--- src/rtl/alu_ctrl.sv ---
// alu_ctrl: sequences one command at a time through an external ALU.
// Flow is accept (IDLE) -> capture result (EXEC) -> hand off result (RESP).
// Ports:
//   clk, rst_n                      clock, async active-low reset
//   cmd_valid/cmd_ready             command handshake
//   cmd_sel/cmd_data/cmd_cin/cmd_wb opcode, B operand, carry-in, write-back
//   alu_a/alu_b/alu_sel/alu_cin     operands driven to the external ALU
//   alu_y                           combinational ALU result
//   res_valid/res_ready/res_data    result handshake and captured value
//   op_cnt                          completed result handshakes (wraps)
//   res_zero/res_sign               result flags, only with ALU_CTRL_FLAGS_EN
module alu_ctrl (
    input  logic       clk,
    input  logic       rst_n,
    input  logic       cmd_valid,
    output logic       cmd_ready,
    input  logic [3:0] cmd_sel,
    input  logic [7:0] cmd_data,
    input  logic       cmd_cin,
    input  logic       cmd_wb,
    output logic [7:0] alu_a,
    output logic [7:0] alu_b,
    output logic [3:0] alu_sel,
    output logic       alu_cin,
    input  logic [7:0] alu_y,
    output logic       res_valid,
    input  logic       res_ready,
    output logic [7:0] res_data,
    output logic [7:0] op_cnt
`ifdef ALU_CTRL_FLAGS_EN
    ,
    output logic       res_zero,
    output logic       res_sign
`endif
);

    typedef enum logic [1:0] {
        IDLE,
        EXEC,
        RESP
    } state_t;

    state_t     state;
    state_t     state_nx;
    logic       rdy_q;
    logic       wb_q;
    logic [7:0] acc;
    logic       accept;
    logic       done;

    // cmd_ready is registered so it stays low throughout reset and
    // rises on the first edge after release, even though state is IDLE.
    assign cmd_ready = rdy_q;
    assign alu_a     = acc;
    assign res_valid = (state == RESP);
    assign accept    = (state == IDLE) && cmd_valid && rdy_q;
    assign done      = (state == RESP) && res_ready;

    always_comb begin
        state_nx = state;
        unique case (state)
            IDLE:    if (accept) state_nx = EXEC;
            EXEC:    state_nx = RESP;
            RESP:    if (res_ready) state_nx = IDLE;
            default: state_nx = IDLE;
        endcase
    end

    always_ff @(posedge clk or negedge rst_n) begin
        if (!rst_n) begin
            state <= IDLE;
            rdy_q <= 1'b0;
        end else begin
            state <= state_nx;
            rdy_q <= (state_nx == IDLE);
        end
    end

    always_ff @(posedge clk or negedge rst_n) begin
        if (!rst_n) begin
            alu_b    <= 8'h00;
            alu_sel  <= 4'h0;
            alu_cin  <= 1'b0;
            wb_q     <= 1'b0;
            acc      <= 8'h00;
            res_data <= 8'h00;
            op_cnt   <= 8'h00;
        end else begin
            if (accept) begin
                alu_b   <= cmd_data;
                alu_sel <= cmd_sel;
                alu_cin <= cmd_cin;
                wb_q    <= cmd_wb;
            end
            if (state == EXEC) begin
                res_data <= alu_y;
                if (wb_q) acc <= alu_y;
            end
            if (done) op_cnt <= op_cnt + 8'h01;
        end
    end

`ifdef ALU_CTRL_FLAGS_EN
    always_ff @(posedge clk or negedge rst_n) begin
        if (!rst_n) begin
            res_zero <= 1'b0;
            res_sign <= 1'b0;
        end else if (state == EXEC) begin
            res_zero <= (alu_y == 8'h00);
            res_sign <= alu_y[7];
        end
    end
`endif

endmodule
--- config.mk ---
export PLATFORM = sky130hd
export DESIGN_NAME = alu_ctrl
export DESIGN_NICKNAME = d
export VERILOG_FILES = /design/src/rtl/alu_ctrl.sv
export SDC_FILE = /design/constraint.sdc
export NUM_CORES = 1
export LEC_CHECK = 0
export CAP_MARGIN = 20
export CELL_PAD_IN_SITES_DETAIL_PLACEMENT = 0
export CELL_PAD_IN_SITES_GLOBAL_PLACEMENT = 2
export CORE_MARGIN = 1
export CORE_UTILIZATION = 30
export CTS_BUF_LIST = sky130_fd_sc_hd__clkbuf_4 sky130_fd_sc_hd__clkbuf_8 sky130_fd_sc_hd__clkbuf_16
export DETAILED_ROUTE_END_ITERATION = 16
export HOLD_SLACK_MARGIN = 0.08
export PLACE_DENSITY_LB_ADDON = 0.1
export SLEW_MARGIN = 15
export SYNTH_ARGS = -nofsm -noshare
export SYNTH_HDL_FRONTEND = slang
export SYNTH_SLANG_ARGS = --single-unit
export TNS_END_PERCENT = 100
--- constraint.sdc ---
create_clock -name clk -period 4.8 [get_ports clk]
set_clock_uncertainty 0.2 [all_clocks]
set_input_delay 1.2 -clock clk [delete_from_list [all_inputs] [get_ports clk]]
set_output_delay 1.2 -clock clk [all_outputs]
set_load 0.05 [all_outputs]
==> impl_metrics.ini <==
[timing]
slew_headroom_pct = 36.99
worst_slew_pin_slew_ps = 945.1
rsz0062_at_grt = no
period_minus_slack_ps = 3315
clock.fmax_ghz = 0.3016
tns_ps = 0
setup_viol = 0
final_hold_viol_count = 0
finalCritPeriodShare_pct = 69.07
report.final.slew_viol_count = 0

[logic_synthesis]
ys_seq_area_share_pct = 62.31
synth_top_cell_area_share_pct = 62.31
ys_warn_count = 0
synth_top_area_cell = dfrtp_1
syn_avg_cell_area_sq_um = 15.99
netlist_instances = 103
syn_area_sq_um = 1647
synth_fp_nets = 130
yosysUniqueCellTypes = 22
ys_ff_latch = 41
synth.top_cells.by_area = dfrtp_1 (62%), mux2_2 (16%), mux2_4 (7.3%)

[global_route]
grt_usage_pct = 12.43
gr-total-overflow = 0
grt_first_pass_wirelength_microns = 5616
grt_pass1_vias = 1126
antenna_found_initial = 0
grt_max_degree = 42

[layout]
nFillCells = 476
syn_to_final_growth_pct = 47.95
stdcell_area_sq_um = 2436
seq_area_sq_um = 1026
diodes = 0
multi_input_area_sq_um = 584.3
layout-drive-gt1-share_pct = 25.43
nets = 199

[setup_path]
r2r_cells = 2
worstReg2RegEnd = alu_cin
slowest_stage = clkdlybuf4s50_1
crit_chain = or2b_1 -> inv_1 -> clkdlybuf4s50_1
max_stage_delay_ps = 790
start_kind = flop
crit_required_ps = 3400
cp_max_fo = 6
reg2reg_from = state[1]
critPathLaunch = state[1]
critPathKind = reg2out
critPathCapture = res_valid
worstSetupEndpointType = primary output
worstPathArrival_ps = 1920
worst-r2r-setup-slack_ps = 2850

[clocking]
clk_latency_ps = 290
cts.sinks = 41
clk_pin_slew_ps = 70
h-tree-depth = 2
clk_path_buf_depth = 2
cts-root-buf = clkbuf_8
cts_setup_buffers = 0
cts_hold_buf = 0
cts_tree = done
cts_buffers = 5
cts_resized = 0

[run]
maxCapViolations = 0

[route]
vias_per_cell = 4.416
routedWlPerCell_microns = 13.30
drtIter0Drc = 42
routed_wl_microns = 3232
drc = 0
num_vias = 1073
ant_nets = 0
first_pass_iters = 4

[floorplan]
dieArea_sq_um = 5789
fp.dieH_microns = 76.09
rows = 26
die_w_microns = 76.09
design.core.area_sq_um = 5205
ios = 65
start_util_pct = 31.63

[hold_path]
worstHoldPathType = reg2reg
min_delay_path_depth = 1

[placement]
place_area_sq_um = 2345
portBuffers = 64
routabilityCongestion = 0.6954
dp_hpwl_microns = 2200

[outcome]
status = finished, final reports clean
critical path: cells and delay by family, from the launching register on:
family	cells	cell delay, ps
DFF	1	500
buffers and inverters	2	860
and+or+nand+nor	1	270
cells in the final DEF (no fill, tap or decap), types with 2 or more instances in the layout:
cell type / count
mux2_2: 23
inv_1: 3
clkbuf_8: 5
clkdlybuf4s50_1: 63
xnor2_1: 3
dfrtp_1: 41
nand2_1: 3
mux2_4: 8
nor2_1: 3
clkbuf_4: 2
xor2_1: 4
nor3_1: 2
worst min path at each step:
stage	from	end	slack [ps]
5_1_grt	op_cnt[7]	op_cnt[7]	300
2_1_floorplan	wb_q	wb_q	300
4_1_cts	op_cnt[7]	op_cnt[7]	280
3_3_place_gp	op_cnt[7]	op_cnt[7]	260
3_5_place_dp	op_cnt[7]	op_cnt[7]	270
6_report	op_cnt[7]	op_cnt[7]	280
sequential cells by signal, indices dropped and copies added (netlist names):
| name | cells |
|---|---|
| alu_a | 8 |
| alu_b | 8 |
| op_cnt | 8 |
| res_data | 8 |
| alu_sel | 4 |
| state | 2 |
| alu_cin | 1 |
| cmd_ready | 1 |
| wb_q | 1 |
layer usage:
| metal | part of all wire [%] | vias to the layer above | GRT usage [%] | routed length, microns |
|---|---|---|---|---|
| met5 | 0 | - | 0 | 0 |
| li1 | - | 492 | - | - |
| met2 | 47 | 47 | 18.27 | 1524 |
| met1 | 44 | 528 | 16.50 | 1430 |
| met3 | 6.9 | 6 | 4.551 | 222 |
| met4 | 1.7 | 0 | 5.192 | 54 |
layout make-up:
class	count	area share [%]
well taps	70	3.595
inverters	3	0.4622
clock buffers	7	3.441
multi-input cells	57	23.99
repair buffers	64	26.09
flip-flops and latches	41	42.12
clock inverters	1	0.3082
cells in the mapped netlist (all sizes together):
| cell | number |
|---|---|
| nor3 | 3 |
| nand4b | 1 |
| nand2 | 3 |
| or2b | 1 |
| o21ai | 1 |
| buf | 2 |
| nand3b | 2 |
| mux2 | 31 |
| nand3 | 1 |
| xnor2 | 3 |
| xor2 | 4 |
| nor4 | 1 |
| nand2b | 1 |
| nor2 | 3 |
| ha | 1 |
| inv | 3 |
| nand4 | 1 |
| dfrtp | 41 |
kinds of logic (layout without fill, tap and decap cells):
kind of cell             after synthesis  in the layout  synth area share (%)
AND/OR/NAND/NOR                       17             17                 7.675
buffers and inverters                  5             75                 2.203
XOR/XNOR                               7              7                 3.723
multiplexers                          31             31                 23.02
adder cells (fa/ha/maj)                1              1                0.7598
AO/OA/AOI/OAI                          1              1                0.3037
flip-flops                            41             41                 62.31
through the flow:
stage,setup slack [ps],utilization (%),hold WS [ps],instances
6_report,1485,46.80,275.8,243
5_1_grt,1421,46.80,302.6,243
4_1_cts,1462,46.80,282.5,243
3_5_place_dp,1601,45.05,273.2,235
3_3_place_gp,1695,45.05,257.9,235
2_1_floorplan,2378,-,302.4,103
Power is left out: the tool's default activity adds up to more than one toggle a clock period on the data nets, which glitch-free logic cannot reach.
